$ cat src/rtl/lcd_iram_sink_if.sv
// Bus between the LCD controller and the IRAM frame sink: write strobe, done level,
// dump control and the valid/ready read-out stream with its status outputs.
interface lcd_iram_sink_if #(
   parameter int ADDR_W = 6,
   parameter int DATA_W = 8,
   parameter int SUM_W  = 16
);
   logic              iram_valid;
   logic [ADDR_W-1:0] iram_a;
   logic [DATA_W-1:0] iram_d;
   logic              lcd_done;
   logic              dump_req;
   logic              out_ready;
   logic              out_valid;
   logic [ADDR_W-1:0] out_addr;
   logic [DATA_W-1:0] out_data;
   logic              dump_busy;
   logic              dump_done;
   logic [SUM_W-1:0]  checksum;
   logic              frame_complete;
   logic [6:0]        wr_count;
   logic [7:0]        done_count;
   logic              wr_drop;

   modport master (
      output iram_valid, iram_a, iram_d, lcd_done, dump_req, out_ready,
      input  out_valid, out_addr, out_data, dump_busy, dump_done, checksum,
             frame_complete, wr_count, done_count, wr_drop
   );

   modport slave (
      input  iram_valid, iram_a, iram_d, lcd_done, dump_req, out_ready,
      output out_valid, out_addr, out_data, dump_busy, dump_done, checksum,
             frame_complete, wr_count, done_count, wr_drop
   );
endinterface

$ cat src/rtl/lcd_iram_sink.sv
// Frame store behind the LCD controller: captures IRAM writes into a 64x8 memory,
// counts done edges, and streams the frame out with a running checksum on request.
module lcd_iram_sink #(
   parameter int DEPTH  = 64,
   parameter int ADDR_W = 6,
   parameter int DATA_W = 8,
   parameter int SUM_W  = 16
) (
   input  logic           clk,
   input  logic           reset,
   lcd_iram_sink_if.slave bus
);
   typedef enum logic [1:0] {IDLE, LOAD, DUMP, FIN} state_t;

   localparam logic [ADDR_W-1:0] LAST = ADDR_W'(DEPTH - 1);
   localparam logic [6:0]        FULL = 7'(DEPTH);

   state_t            state;
   logic [DATA_W-1:0] mem [DEPTH];
   logic [DEPTH-1:0]  bitmap;
   logic [ADDR_W-1:0] ptr;
   logic              lcd_done_q;
   logic              wr_en;
   logic [ADDR_W-1:0] rd_addr;
   logic [DATA_W-1:0] rd_data;

   assign wr_en = (state == IDLE) && bus.iram_valid;
   // LOAD fetches beat 0; in DUMP the next beat is fetched on every handshake so the stream never bubbles
   assign rd_addr = (state == DUMP) ? ptr + ADDR_W'(1) : ptr;
   assign rd_data = bitmap[rd_addr] ? mem[rd_addr] : '0;
   assign bus.frame_complete = (bus.wr_count == FULL);

   // Memory contents survive reset; the bitmap alone decides what reads back as valid
   always_ff @(posedge clk)
      if (wr_en && !reset) mem[bus.iram_a] <= bus.iram_d;

   always_ff @(posedge clk) begin
      if (reset) begin
         state          <= IDLE;
         ptr            <= '0;
         bitmap         <= '0;
         lcd_done_q     <= 1'b0;
         bus.out_valid  <= 1'b0;
         bus.out_addr   <= '0;
         bus.out_data   <= '0;
         bus.dump_busy  <= 1'b0;
         bus.dump_done  <= 1'b0;
         bus.checksum   <= '0;
         bus.wr_count   <= '0;
         bus.done_count <= '0;
         bus.wr_drop    <= 1'b0;
      end else begin
         lcd_done_q <= bus.lcd_done;
         if (bus.lcd_done && !lcd_done_q && bus.done_count != 8'hFF)
            bus.done_count <= bus.done_count + 8'd1;

         if (wr_en && !bitmap[bus.iram_a]) begin
            bitmap[bus.iram_a] <= 1'b1;
            bus.wr_count       <= bus.wr_count + 7'd1;
         end
         if (bus.iram_valid && state != IDLE) bus.wr_drop <= 1'b1;

         case (state)
            IDLE: if (bus.dump_req) begin
               state         <= LOAD;
               ptr           <= '0;
               bus.checksum  <= '0;
               bus.dump_busy <= 1'b1;
            end
            LOAD: begin
               state         <= DUMP;
               bus.out_valid <= 1'b1;
               bus.out_addr  <= ptr;
               bus.out_data  <= rd_data;
            end
            DUMP: if (bus.out_ready) begin
               bus.checksum <= bus.checksum + SUM_W'(bus.out_data);
               if (ptr == LAST) begin
                  state         <= FIN;
                  bus.out_valid <= 1'b0;
                  bus.dump_done <= 1'b1;
               end else begin
                  ptr          <= rd_addr;
                  bus.out_addr <= rd_addr;
                  bus.out_data <= rd_data;
               end
            end
            FIN: begin
               state         <= IDLE;
               bus.dump_done <= 1'b0;
               bus.dump_busy <= 1'b0;
            end
            default: state <= IDLE;
         endcase
      end
   end
endmodule
$ cat src/flat_wrapper.sv
// flat-port wrapper written by rule: the top's interface ports become plain ports
module lcd_iram_sink_flat 
#(
   parameter int DEPTH  = 64,
   parameter int ADDR_W = 6,
   parameter int DATA_W = 8,
   parameter int SUM_W  = 16
)
  (clk, reset, bus_iram_valid, bus_iram_a, bus_iram_d, bus_lcd_done, bus_dump_req, bus_out_ready, bus_out_valid, bus_out_addr, bus_out_data, bus_dump_busy, bus_dump_done, bus_checksum, bus_frame_complete, bus_wr_count, bus_done_count, bus_wr_drop);
  lcd_iram_sink_if #(.ADDR_W(ADDR_W), .DATA_W(DATA_W), .SUM_W(SUM_W)) bus_i ();
  input  logic clk;
  input  logic reset;
  input wire logic [$bits(bus_i.iram_valid)-1:0] bus_iram_valid;
  input wire logic [$bits(bus_i.iram_a)-1:0] bus_iram_a;
  input wire logic [$bits(bus_i.iram_d)-1:0] bus_iram_d;
  input wire logic [$bits(bus_i.lcd_done)-1:0] bus_lcd_done;
  input wire logic [$bits(bus_i.dump_req)-1:0] bus_dump_req;
  input wire logic [$bits(bus_i.out_ready)-1:0] bus_out_ready;
  output wire logic [$bits(bus_i.out_valid)-1:0] bus_out_valid;
  output wire logic [$bits(bus_i.out_addr)-1:0] bus_out_addr;
  output wire logic [$bits(bus_i.out_data)-1:0] bus_out_data;
  output wire logic [$bits(bus_i.dump_busy)-1:0] bus_dump_busy;
  output wire logic [$bits(bus_i.dump_done)-1:0] bus_dump_done;
  output wire logic [$bits(bus_i.checksum)-1:0] bus_checksum;
  output wire logic [$bits(bus_i.frame_complete)-1:0] bus_frame_complete;
  output wire logic [$bits(bus_i.wr_count)-1:0] bus_wr_count;
  output wire logic [$bits(bus_i.done_count)-1:0] bus_done_count;
  output wire logic [$bits(bus_i.wr_drop)-1:0] bus_wr_drop;
  assign bus_i.iram_valid = bus_iram_valid;
  assign bus_i.iram_a = bus_iram_a;
  assign bus_i.iram_d = bus_iram_d;
  assign bus_i.lcd_done = bus_lcd_done;
  assign bus_i.dump_req = bus_dump_req;
  assign bus_i.out_ready = bus_out_ready;
  assign bus_out_valid = bus_i.out_valid;
  assign bus_out_addr = bus_i.out_addr;
  assign bus_out_data = bus_i.out_data;
  assign bus_dump_busy = bus_i.dump_busy;
  assign bus_dump_done = bus_i.dump_done;
  assign bus_checksum = bus_i.checksum;
  assign bus_frame_complete = bus_i.frame_complete;
  assign bus_wr_count = bus_i.wr_count;
  assign bus_done_count = bus_i.done_count;
  assign bus_wr_drop = bus_i.wr_drop;
  lcd_iram_sink #(.DEPTH(DEPTH), .ADDR_W(ADDR_W), .DATA_W(DATA_W), .SUM_W(SUM_W)) u_core (.clk(clk), .reset(reset), .bus(bus_i));
endmodule
$ cat config.mk
export PLATFORM = sky130hd
export DESIGN_NAME = lcd_iram_sink_flat
export DESIGN_NICKNAME = d
export VERILOG_FILES = /design/src/rtl/lcd_iram_sink_if.sv /design/src/rtl/lcd_iram_sink.sv /design/src/flat_wrapper.sv
export SDC_FILE = /design/constraint.sdc
export NUM_CORES = 1
export LEC_CHECK = 0
export ABC_CLOCK_PERIOD_IN_PS = 3150
export CORE_MARGIN = 4
export CORE_UTILIZATION = 30
export CTS_CLUSTER_SIZE = 40
export DETAILED_ROUTE_END_ITERATION = 16
export SETUP_SLACK_MARGIN = 0.3
export SYNTH_ARGS = -nofsm -noshare
export SYNTH_HDL_FRONTEND = slang
export SYNTH_SLANG_ARGS = --single-unit
export TNS_END_PERCENT = 100
$ cat constraint.sdc
create_clock -name clk -period 3.15 [get_ports clk]
set_clock_uncertainty 0.1 [all_clocks]
set_input_delay 0.945 -clock clk [delete_from_list [all_inputs] [get_ports clk]]
set_output_delay 0.945 -clock clk [all_outputs]
set_load 0.005 [all_outputs]
### Word level (Yosys, flattened, before mapping)

Memories as Yosys holds them, arrays and structs flattened.
Index checks and enable logic that the tools add are counted.

| word-level totals | value |
|---|---|
| memories | 1 |
| input port bits | 20 |
| register bits | 122 |
| RAM bits | 512 |
| output and inout bits | 50 |
| word-level logic and storage cells | 88 |

Memories:

| name | words | width | read ports | clocked after memory_dff | write ports | line | text |
|---|---|---|---|---|---|---|---|
| u_core.mem | 64 | 8 | 1 | 0 | 1 | lcd_iram_sink.sv:19 | `logic [DATA_W-1:0] mem [DEPTH];` |

| cells by class | value |
|---|---|
| bitwise operators | 1 |
| equal/unequal tests | 10 |
| order comparisons | 3 |
| reductions and logical operators | 23 |
| add/subtract/negate cells | 4 |
| mux-type cells | 33 |

Operators with widths:

| kind | number |
|---|---|
| OR 64 bit | 1 |
| two-way mux 16 bit | 2 |
| one-hot mux 16 bit (2 select lines) | 1 |
| two-way mux 6 bit | 4 |
| two-way mux 8 bit | 3 |
| one-hot mux 6 bit (2 select lines) | 2 |
| adder 16 x 8 -> 16 bit | 1 |
| one-hot mux 8 bit (2 select lines) | 1 |
| AND reduction 3 bit | 5 |
| less-than comparator 6 x 7 -> 1 bit (second input constant) | 2 |
| binary-select mux 1 bit (select 6 bit) | 2 |
| two-way mux 1 bit | 10 |
| nonzero test 2 bit | 5 |
| adder 8 x 1 -> 8 bit (second input constant) | 1 |
| != test 2 bit (second input constant) | 4 |
| != test 8 bit (second input constant) | 1 |
| one-hot mux 2 bit (4 select lines) | 1 |
| adder 7 x 1 -> 7 bit (second input constant) | 1 |
| equality test 7 bit (second input constant) | 1 |
| logical AND 1 bit | 7 |
| adder 6 x 1 -> 6 bit (second input constant) | 1 |
| demux 1 bit (select 6 bit) | 1 |
| equality test 6 bit (second input constant) | 1 |
| >= comparator 6 x 1 -> 1 bit (second input constant) | 1 |
| other kinds (8) | 15 |

### Logic depth before layout (Yosys ltp)

| depth | value |
|---|---|
| depth in word-level cells | 8 |
| mapped depth | 14 |
| depth with buffers taken out | 11 |

### Worst setup path before layout

No wires, ideal clock.

| path | value |
|---|---|
| path type | in2reg |
| start point | input port bus_iram_a[1] |
| end point | register u_core.bitmap[7] |
| buffers on the path | 3 |
| stages on the path | 11 |
| arrival | 3.114 ns |
| data required time | 2.985 ns |
| setup slack | -0.129 ns |
| setup time | 0.065 ns |
| cells stage by stage | buf_2 > buf_2 > mux4_2 > mux2i_1 > nor2_1 > a211oi_1 > and3_1 > buf_2 > nand4_1 > o21ba_2 > nor2_1 |

| on the way | value |
|---|---|
| cells in the longest elaborated chain, start to end | 5 |
| elaborated cells on any way between the ends | 10 |

RTL lines:

| what | line | text |
|---|---|---|
| start, declared | flat_wrapper.sv:14 | `input wire logic [$bits(bus_i.iram_a)-1:0] bus_iram_a;` |
| less-than comparator 6 x 7 -> 1 bit (implied by the code) or >= comparator 6 x 1 -> 1 bit (tied branches) | lcd_iram_sink.sv:58 | `bitmap[bus.iram_a] <= 1'b1;` |
| logical AND 1 bit (implied by the code) | lcd_iram_sink.sv:58 |  |
| two-way mux 1 bit (implied by the code) | lcd_iram_sink.sv:58 |  |
| demux 1 bit (select 6 bit) | n/a |  |
| OR 64 bit (no line) | n/a |  |
| end signal, assigned | lcd_iram_sink.sv:41 | `bitmap <= '0;` |
| end signal, assigned by index | lcd_iram_sink.sv:58 |  |
| end, declared | lcd_iram_sink.sv:20 | `logic [DEPTH-1:0] bitmap;` |

Parallel ways exist; a longest one is shown, timed or not. The select of a mux whose other input is x is not followed.
A chain may end at the register's enable or synchronous reset.

### Worst setup path in the final report

| path | value |
|---|---|
| start point | register u_core.state[0] |
| end point | register u_core.bus.out_data[0] |

| on the way | value |
|---|---|
| cells in the longest elaborated chain, start to end | 8 |
| elaborated cells on any way between the ends | 14 |

RTL lines:

| what | line | text |
|---|---|---|
| start, declared | lcd_iram_sink.sv:18 | `state_t state;` |
| start signal, assigned | lcd_iram_sink.sv:39 | `state <= IDLE;` |
| start signal, assigned | lcd_iram_sink.sv:65 | `state <= LOAD;` |
| start signal, assigned | lcd_iram_sink.sv:71 | `state <= DUMP;` |
| equality test 2 bit | lcd_iram_sink.sv:29, lcd_iram_sink.sv:63 |  |
| two-way mux 6 bit | lcd_iram_sink.sv:29 | `assign rd_addr = (state == DUMP) ? ptr + ADDR_W'(1) : ptr;` |
| binary-select mux 1 bit (select 6 bit) | lcd_iram_sink.sv:30 | `assign rd_data = bitmap[rd_addr] ? mem[rd_addr] : '0;` |
| two-way mux 1 bit (implied by the code) | lcd_iram_sink.sv:30 |  |
| two-way mux 8 bit | lcd_iram_sink.sv:30 |  |
| two-way mux 8 bit | lcd_iram_sink.sv:78 | `if (ptr == LAST) begin` |
| two-way mux 8 bit | lcd_iram_sink.sv:76 | `DUMP: if (bus.out_ready) begin` |
| one-hot mux 8 bit (2 select lines) | lcd_iram_sink.sv:63 | `case (state)` |
| end signal, assigned | lcd_iram_sink.sv:74 | `bus.out_data <= rd_data;` |
| end signal, assigned | lcd_iram_sink.sv:85 | `bus.out_data <= rd_data;` |
| end, declared | lcd_iram_sink_if.sv:33 | `output out_valid, out_addr, out_data, dump_busy, dump_done, checksum,` |

Parallel ways exist; a longest one is shown, timed or not. The select of a mux whose other input is x is not followed.

==> results.tsv <==
metric	value	unit
status	completed	
design.die.area	94200	um^2
synth_seq_cells	634	
gate_power_share	29.0	%
syn_nets	2343	
synth_commonest_cells	582 x sky130_fd_sc_hd__nand2_1, 512 x sky130_fd_sc_hd__edfxtp_1, 184 x sky130_fd_sc_hd__nor2_1, 163 x sky130_fd_sc_hd__nand3_1, 122 x sky130_fd_sc_hd__dfxtp_1	
antenna_cells	0	
cpMaxStageDelayCell	sky130_fd_sc_hd__mux2_4	
drt_wl_total	80000	um
floorplan.initialDensity	30.3	%
global_route.overflow_total	0	
io_buffers	69	
synthArstFlopShare	0	%
power_switching	7.11	mW
path_delay_family	buffers and inverters	
vias	19586	
timing.critical_path.to_type	flip-flop	
drive_above_1_share	24.3	%
pwr-share-clk	32.2	%
synth_fa_ha_area_share	0.868	%
cpPeakStageDelay	400	ps
numCtsBuffers	66	
wire_length_of_the_first_global_routing_pass	121000	um
global_route_total_usage_across_every_layer	16.7	%
utilization	39.6	%
maxCapViolCount	0	
flip_flop_cell_with_the_highest_count_after_synthesis	sky130_fd_sc_hd__edfxtp_1	
drt.antenna.violating_nets	0	
post_synth_inst_count	2305	
swShare	29.8	%
final_max_slew_viol_count	0	
part_of_the_cycle_the_worst_path_needs	97.0	%
grt_antenna_before_repair	2	
synth.lib_cells_used.distinct	64	
required	3580	ps
critical_path.max_fanout	14	
unrepaired_setup_endpoints_after_global_routing	true	
chipWidth	307	um
startpoint_type	flip-flop	
coreArea	88500	um^2
netlist_area	26800	um^2
ff2ff_setup_slack	90	ps
timing.critical_path.cells	inv_4 > buf_6 > ha_4 > buf_6 > mux2_4 > buf_4 > buf_12 > buf_4 > a311oi_1 > nor3_2 > nor4_4 > o221ai_4 > buf_6 > o21ai_2	
cts_tree	done	
drtIter0Drc	1765	
route.detailed.wl_per_inst	20.7	um
pin_count_of_the_biggest_net_entering_global_routing	65	
numClockSinks	634	
synth_most_common_cell	sky130_fd_sc_hd__nand2_1	
fin_crit	3060	ps
vias_per_cell	5.06	
slew_headroom	47.3	%
synth-edff-count	512	
static-leakage-power	12.5	nW
critPathBufInv	7	
cp_common_cell	sky130_fd_sc_hd__buf_6	
die_height	307	um
setup.worst_path.end	u_core.bus.out_data[0]	
share_of_the_synthesized_area_in_compound_gates_ao_oa_aoi_oai	7.68	%
synth_xor_xnor_area_share	0.970	%
synth_top_cell_by_area	sky130_fd_sc_hd__edfxtp_1	
clkLatencyLatePin	620	ps
post_synth.cell_area_avg	11.6	um^2
grt_pass1_vias	19143	
final.fill_count	8224	
tightest_slew	791	ps
hold_path.startpoint	u_core.bus.out_addr[3]	
final_nets	2699	
max_clock_freq	327	MHz
hpwlAfterDp	51900	um
detail_route.drc_violations	0	
clock-root-buffer	sky130_fd_sc_hd__clkbuf_16	
ys.warnings.count	0	
post_synth_mux_area_share	2.92	%
synth_top_family_by_area	simple AND/OR/NAND/NOR gates	
setup_viols_final	0	
power-per-cell-area	680	nW/um^2
ys_seq_area_share	66.4	%
synth_top_cell_area_share	57.3	%
synthSimpleGateAreaFrac	17.9	%
worst_hold_path_type	reg -> reg	
pwr-share-seq	38.7	%
irDropWorstVdd	0.419	mV
clock_tree.htree_level_count	3	
cp.arrival	3490	ps
worst_setup_path_startpoint	u_core.state[0]	
r2r-start	u_core.state[0]	
critical_path.reg2reg.endpoint	u_core.bus.out_data[0]	
1st_pass_router_iterations	5	
count_of_cells_along_the_worst_register_to_register_path	14	
globalplace.congestion	0.861	
worstSetupPathType	reg -> reg	
post_synth_main_area_contributors	sky130_fd_sc_hd__edfxtp_1 57%, sky130_fd_sc_hd__dfxtp_1 9.1%, sky130_fd_sc_hd__nand2_1 8.1%	
path_depth	14	
power.total	23.8	mW
internal_power	16.7	mW
floorplan.io_pins	70	
layout-area-overhead-vs-synth	30.6	%
clock_path_buffers	3	
finalHoldViolCount	0	
cts.clk_slew.worst_paths	60	ps
num_rows	109	
==> metrics by stage <==
stage / worst slack (ps) / hold slack [ps] / cell area (um^2) / std cells / setup TNS [ps]
after floorplan: 170 / 337 / 26900 / 2305 / 0
after global placement: -513 / 340 / 31600 / 3711 / -71690
after detailed placement: -532 / 357 / 31600 / 3711 / -80020
after CTS: 108 / 370 / 34800 / 3866 / 0
after global routing: 6.41 / 383 / 35000 / 3873 / 0
final: 93.8 / 363 / 35000 / 3873 / 0
==> flip-flops by register name (all words and copies together) (netlist names) <==
name	flops
u_core.mem	512
u_core.state	2
u_core.bus.out_data	8
u_core.lcd_done_q	1
u_core.bus.checksum	16
u_core.bus.wr_count	7
u_core.bus.dump_busy	1
u_core.bus.out_addr	6
u_core.ptr	6
u_core.bus.done_count	8
u_core.bus.dump_done	1
u_core.bus.wr_drop	1
u_core.bitmap	64
u_core.bus.out_valid	1
==> layer usage <==
layer / vias to the layer above / track usage (%) / part of all wire, %
met3: 126 / 2.26 / 6.1
met4: 2 / 6.08 / 3.3
li1: 9128 / - / -
met2: 654 / 28.8 / 49
met5: - / 0 / 0.0087
met1: 9676 / 21.6 / 41
==> what timing repair did <==
item,CTS,global route
gates resized for setup,155,32
setup buffers,33,6
setup endpoints to repair,81,92
gates cloned,7,1
hold buffers,0,0
pin swaps,37,16
==> worst register-to-register path, cell delays in order (launching register included) <==
cell and delay (ps):
sky130_fd_sc_hd__dfxtp_2 350, sky130_fd_sc_hd__inv_4 50, sky130_fd_sc_hd__buf_6 110, sky130_fd_sc_hd__ha_4 160, sky130_fd_sc_hd__buf_6 110, sky130_fd_sc_hd__mux2_4 400, sky130_fd_sc_hd__buf_4 190, sky130_fd_sc_hd__buf_12 140
sky130_fd_sc_hd__buf_4 170, sky130_fd_sc_hd__a311oi_1 280, sky130_fd_sc_hd__nor3_2 130, sky130_fd_sc_hd__nor4_4 380, sky130_fd_sc_hd__o221ai_4 180, sky130_fd_sc_hd__buf_6 150, sky130_fd_sc_hd__o21ai_2 90
==> worst min-delay path by stage <==
stage | to | depth (start not counted)
6_report | u_core.bus.out_addr[3] | 2
5_1_grt | u_core.bus.out_addr[3] | 2
4_1_cts | u_core.bitmap[53] | 2
3_5_place_dp | u_core.bitmap[42] | 2
3_3_place_gp | u_core.bus.dump_done | 2
2_1_floorplan | u_core.bitmap[42] | 2
==> power by group through the flow <==
| stage | Combinational [mW] | Clock (mW) | Sequential [mW] |
|---|---|---|---|
| global placement | 5.80 | 0 | 9.38 |
| floorplan | 3.37 | 0 | 9.39 |
| CTS | 6.82 | 7.84 | 9.22 |
| global route | 7.46 | 8.19 | 9.23 |
| detailed placement | 5.84 | 0 | 9.39 |
| finish | 6.92 | 7.67 | 9.22 |
==> final cells by class <==
type	count	area [um^2]	area share, %
clock buffers	85	1760	5.04
clock inverters	30	338	0.965
inverters	26	100	0.286
multi-input cells	1481	8850	25.3
flip-flops and latches	634	17800	50.9
well taps	1165	1460	4.16
repair buffers	452	4670	13.3
==> logic make-up (layout without fill, tap and decap cells) <==
family | count (synthesis) | in the layout
DFF | 634 | 634
xor gates and xnor gates | 28 | 28
adders and majority gates | 18 | 18
muxes | 51 | 51
and+or+nand+nor | 1106 | 1106
buffers and inverters | 190 | 593
AOI/OAI and AO/OA | 278 | 278
==> cells in the final DEF, fill, tap and decap left out, drive strengths merged, types with 6 or more instances in the layout <==
cell type and instances:
a211oi 12, a21oi 44, a22oi 11, a311oi 91
a31oi 55, a41oi 7, and2 8, and3 87
buf 389, bufinv 6, clkbuf 87, clkdlybuf4s50 56
clkinv 17, dfxtp 122, edfxtp 512, ha 17
inv 31, mux2i 26, mux4 20, nand2 582
nand3 163, nand4 10, nor2 184, nor2b 6
nor3 29, nor4 7, o211ai 6, o21ai 19
o21ba 8, o221ai 7, or3 6, xnor2 12
xor2 16
No activity file was read; power rests on OpenSTA's default activity.
